File: config.mk
export PLATFORM = sky130hd
export DESIGN_NAME = mem_arbiter
export DESIGN_NICKNAME = d
export VERILOG_FILES = /design/src/rtl/mem_arbiter.sv
export SDC_FILE = /design/constraint.sdc
export NUM_CORES = 1
export LEC_CHECK = 0
export ABC_AREA = 1
export BUFFER_PORTS_ARGS = -buffer_cell sky130_fd_sc_hd__buf_4
export CORE_ASPECT_RATIO = 0.8
export CORE_UTILIZATION = 30
export DETAILED_ROUTE_END_ITERATION = 6
export GPL_TIMING_DRIVEN = 0
export HOLD_SLACK_MARGIN = 0.03
export SLEW_MARGIN = 10
export SYNTH_ARGS = -nofsm -noshare
export SYNTH_HDL_FRONTEND = slang
export SYNTH_SLANG_ARGS = --single-unit
File: constraint.sdc
create_clock -name CLK -period 1.9 [get_ports CLK]
set_input_delay 0.38 -clock CLK [delete_from_list [all_inputs] [get_ports CLK]]
set_output_delay 0.38 -clock CLK [all_outputs]
set_load 0.01 [all_outputs]
File: src/rtl/mem_arbiter.sv
// mem_arbiter: arbitrates a fetch port and a data port onto one MOV/MOC memory handshake.
// Define MEM_ARBITER_TIMEOUT_EN to abort accesses that see no MOC within TIMEOUT cycles.
module mem_arbiter #(
  parameter int TIMEOUT = 15
) (
  input  logic        CLK,
  input  logic        CLR,
  input  logic        f_req,
  input  logic        f_rw,
  input  logic [31:0] f_addr,
  input  logic [1:0]  f_type,
  input  logic [31:0] f_wdata,
  output logic        f_done,
  output logic        f_err,
  output logic [31:0] f_rdata,
  input  logic        d_req,
  input  logic        d_rw,
  input  logic [31:0] d_addr,
  input  logic [1:0]  d_type,
  input  logic [31:0] d_wdata,
  output logic        d_done,
  output logic        d_err,
  output logic [31:0] d_rdata,
  output logic        MOV,
  output logic        RW,
  output logic [31:0] mem_addr,
  output logic [1:0]  mem_type,
  output logic [31:0] mem_wdata,
  input  logic        MOC,
  input  logic [31:0] DaOut,
  output logic        busy
);
  typedef enum logic [1:0] {IDLE, ACCESS, RELEASE} state_t;
  state_t state;
  logic last_d;
  logic grant_d;
  if (TIMEOUT < 1 || TIMEOUT > 255) begin : g_bad_timeout
    $error("mem_arbiter: TIMEOUT must be in 1..255");
  end
  // last_d is both the round-robin history and the owner of the access in flight
  assign grant_d = d_req && (!f_req || !last_d);
  assign busy = state != IDLE;
`ifdef MEM_ARBITER_TIMEOUT_EN
  logic [7:0] cnt;
`else
  assign f_err = 1'b0;
  assign d_err = 1'b0;
`endif
  always_ff @(posedge CLK or negedge CLR) begin
    if (!CLR) begin
      state     <= IDLE;
      last_d    <= 1'b0;
      MOV       <= 1'b0;
      RW        <= 1'b0;
      mem_addr  <= '0;
      mem_type  <= '0;
      mem_wdata <= '0;
      f_done    <= 1'b0;
      d_done    <= 1'b0;
      f_rdata   <= '0;
      d_rdata   <= '0;
`ifdef MEM_ARBITER_TIMEOUT_EN
      f_err     <= 1'b0;
      d_err     <= 1'b0;
      cnt       <= '0;
`endif
    end else begin
      f_done <= 1'b0;
      d_done <= 1'b0;
`ifdef MEM_ARBITER_TIMEOUT_EN
      f_err  <= 1'b0;
      d_err  <= 1'b0;
`endif
      case (state)
        IDLE: if ((f_req || d_req) && !MOC) begin
          state     <= ACCESS;
          last_d    <= grant_d;
          MOV       <= 1'b1;
          RW        <= grant_d ? d_rw : f_rw;
          mem_addr  <= grant_d ? d_addr : f_addr;
          mem_type  <= grant_d ? d_type : f_type;
          mem_wdata <= grant_d ? d_wdata : f_wdata;
`ifdef MEM_ARBITER_TIMEOUT_EN
          cnt       <= '0;
`endif
        end
        ACCESS: if (MOC) begin
          state  <= RELEASE;
          MOV    <= 1'b0;
          f_done <= !last_d;
          d_done <= last_d;
          if (RW && !last_d) f_rdata <= DaOut;
          if (RW && last_d) d_rdata <= DaOut;
        end
`ifdef MEM_ARBITER_TIMEOUT_EN
        else if (cnt == 8'(TIMEOUT - 1)) begin
          state  <= RELEASE;
          MOV    <= 1'b0;
          f_done <= !last_d;
          d_done <= last_d;
          f_err  <= !last_d;
          d_err  <= last_d;
        end else cnt <= cnt + 8'd1;
`endif
        RELEASE: if (!MOC) state <= IDLE;
        default: state <= IDLE;
      endcase
    end
  end
endmodule

==> flow_metrics.env <==
export IMPL_ys_ff_latch=137
export IMPL_rsz0062_at_grt="no"
export IMPL_cts_htree_levels=4
export IMPL_crit_cells=3
export IMPL_ys_top_cells_by_count="472 x nand2_1, 137 x dfrtp_1, 69 x nand3_1"
export IMPL_rows=46
export IMPL_crit_required_ps=1520
export IMPL_hp_start="DaOut[29]"
export IMPL_final_area_um2=9522
export IMPL_drv_slew=0
export IMPL_fin_cells=1421
export IMPL_utilization=0.4727
export IMPL_holdCritPathClass="in2reg"
export IMPL_dp_cells=1388
export IMPL_fin_skew_ps=14.39
export IMPL_grt_overflow=0
export IMPL_met3_usage=0.05240
export IMPL_slew_headroom=0.6095
export IMPL_min_path_cells=3
export IMPL_numCtsBuffers=17
export IMPL_p_sw_frac=0.3630
export IMPL_worst_r2r_endpoint="mem_addr[13]$_DFFE_PN0P_"
export IMPL_io_buffers=304
export IMPL_synth_cell_types=17
export IMPL_status="completed"
export IMPL_pwr_share_seq=0.361
export IMPL_ys_flop_type="dfrtp_1"
export IMPL_drt_iter0_drc=400
export IMPL_crit_family="flip-flops"
export IMPL_syn_area_um2=6282
export IMPL_antennaDiodeCount=0
export IMPL_power_net_switching_mw=4.972
export IMPL_tightest_slew_ps=585.8
export IMPL_reg2reg_slack_ps=320
export IMPL_hold_path_end="f_rdata[29]$_DFFE_PN0P_"
export IMPL_viasPerCell=4.531
export IMPL_worst_ep_arrival_time_ps=1310
export IMPL_period_needed_ps=1688
export IMPL_dp_hpwl_mm=16.15
export IMPL_track_usage=0.2010
export IMPL_intPower_mw=8.726
export IMPL_cts_tree="built"
export IMPL_p_clk_frac=0.239
export IMPL_fmax_mhz=592.2
export IMPL_io_pins=308
export IMPL_cellLeakagePower_nw=5.397
export IMPL_grt_max_degree=85
export IMPL_clockBufferDepth=2
export IMPL_clockRootBuffer="clkbuf_16"
export IMPL_start_util=0.3119
export IMPL_place_gp_congestion=0.8157
export IMPL_antenna_found_initial=0
export IMPL_use_met1=0.2692
export IMPL_grt_pass1_vias=6271
export IMPL_top_usage_layer="met2"
export IMPL_synth_edf_count=0
export IMPL_yosysTopAreaCellShare=0.5457
export IMPL_path_max_fanout=3
export IMPL_p_comb_frac=0.400
export IMPL_postSynth_asyncResetShare=1.000
export IMPL_drv_cap=0
export IMPL_ys_warn_count=0
export IMPL_syn2layout_area_growth_pct=51.56
export IMPL_r2r_cells=7
export IMPL_nets=1315
export IMPL_core_area_um2=20140
export IMPL_peakVddDrop_mv=0.5363
export IMPL_synth_seq_area_share=0.5457
export IMPL_cts_sinks=137
export IMPL_placed_cell_area_um2=8934
export IMPL_powerDensity_nw_per_um2=1439
export IMPL_die_area_um2=21530
export IMPL_synth_area_leaders="dfrtp_1 55%, nand2_1 28%, nand3_1 5.5%"
export IMPL_worstSetupEndpointType="output pin"
export IMPL_die_width_um=163.8
export IMPL_drtAntennaViolNets=0
export IMPL_cts_resized=0
export IMPL_finalCritPeriodShare=0.8887
export IMPL_vias=6439
export IMPL_avgSynthCellArea_um2=7.680
export IMPL_wl_mm=21.34
export IMPL_synth_most_common_cell="nand2_1"
export IMPL_drc=0
export IMPL_use_met2=0.3166
export IMPL_grt_pass1_wl_mm=33.70
export IMPL_netlist_instances=818
export IMPL_path_buf_inv=2
export IMPL_worstSkewPairLatency_ps=420
export IMPL_cp_start_kind="flip-flop"
export IMPL_criticalPathCategory="reg2out"
export IMPL_clkTransAtPathRegs_ps=60
export IMPL_critPathSlowestCell="dfrtp_1"
export IMPL_drt_wirelength_per_cell_um=15.02
export IMPL_r2r_start="last_d$_DFFE_PN0P_"
export IMPL_max_stage_delay_ps=390
export IMPL_drive_gt1_frac=0.3224
export IMPL_cp_cell_sequence="nor2_1, inv_1, buf_4"
export IMPL_drt_pass1_iter_count=5
export IMPL_synth_top_cell_by_area="dfrtp_1"
export IMPL_hold_violations=0
export IMPL_fp_dieH_um=131.4
export IMPL_setup_viol=0
[how the worst max path moves through the flow]
| stage | from | endpoint | slack, ps |
|---|---|---|---|
| after floorplan | d_req | mem_addr[10]$_DFFE_PN0P_ | 690 |
| after global placement | CLR | mem_wdata[18]$_DFFE_PN0P_ | -190 |
| after detailed placement | d_req | mem_wdata[28]$_DFFE_PN0P_ | 260 |
| after CTS | state[1]$_DFFE_PN0P_ | busy | 180 |
| after global routing | state[1]$_DFFE_PN0P_ | busy | 130 |
| final | state[1]$_DFFE_PN0P_ | busy | 210 |
[per-stage QoR]
step	hold WS [ps]	TNS, ps	setup slack [ps]	total power, mW
3_5_place_dp	324.7	0	263.1	10.54
5_1_grt	157.8	0	128.7	14.64
3_3_place_gp	453.5	-23820	-191.0	10.44
4_1_cts	159.1	0	176.3	13.87
2_1_floorplan	84.41	0	691.2	7.301
6_report	177.1	0	211.5	13.70
[placed cells by master (no fill, tap or decap), drive strengths merged]
cell         synthesis  final
dfrtp              137    137
clkinvlp             0      3
o21ai               66     66
buf                 31    336
clkbuf              26     45
nor2                 6      6
conb                 1      2
nand2              472    472
clkinv               0      5
inv                  7     10
nand3               71     71
a21oi                1      1
bufinv               0      2
dlygate4sd3          0      1
[cell type report]
| type | instances | area, um^2 |
|---|---|---|
| Sequential cell | 137 | 3428 |
| Inverter | 7 | 26.28 |
| Clock buffer | 19 | 432.9 |
| Timing Repair Buffer | 306 | 2327 |
| Clock inverter | 13 | 145.1 |
| Tap cell | 264 | 330.3 |
| Buffer | 57 | 316.6 |
| Fill cell | 2075 | 10620 |
| Multi-Input combinational cell | 618 | 2515 |
[worst register-to-register path, delay by kind of cell (launching register included)]
kind | cells | cell delay [ps]
simple gates | 5 | 560
flops | 1 | 460
buf+inv | 2 | 520
[power by group through the flow]
stage                     Clock [mW]  Combinational [mW]  Sequential, mW
after floorplan                    0                1.79            5.51
after global placement             0                5.51            4.94
after detailed placement           0                5.57            4.96
after CTS                       3.35                5.57            4.95
after global routing            3.47                6.06            5.11
final                           3.27                5.48            4.94
[repair_timing]
action                                 in CTS  in global routing
endpoints found under the hold margin      53                  0
hold buffers                                1                  0
buffers inserted                            0                  0
[sequential cells by signal, indices dropped and copies added, names as in the netlist]
name,count
d_done,1
MOV,1
RW,1
mem_wdata,32
state,2
mem_type,2
d_rdata,32
last_d,1
f_done,1
f_rdata,32
mem_addr,32
[layer usage]
metal | share of wire | vias to the layer above | routed length (um)
li1 | - | 3211 | -
met1 | 0.45 | 2990 | 9595
met2 | 0.46 | 216 | 9774
met3 | 0.074 | 22 | 1584
met4 | 0.018 | 0 | 388
met5 | 0 | - | 0
[logic make-up (layout without fill, tap and decap cells)]
| logic type | after synthesis | count (layout) | share of synthesized area |
|---|---|---|---|
| compound gates | 67 | 67 | 0.05337 |
| buf+inv | 64 | 402 | 0.05457 |
| simple gates | 549 | 549 | 0.3457 |
| other cells | 1 | 2 | 0.0005969 |
| flops | 137 | 137 | 0.5457 |
(Power assumes the default switching activity.)
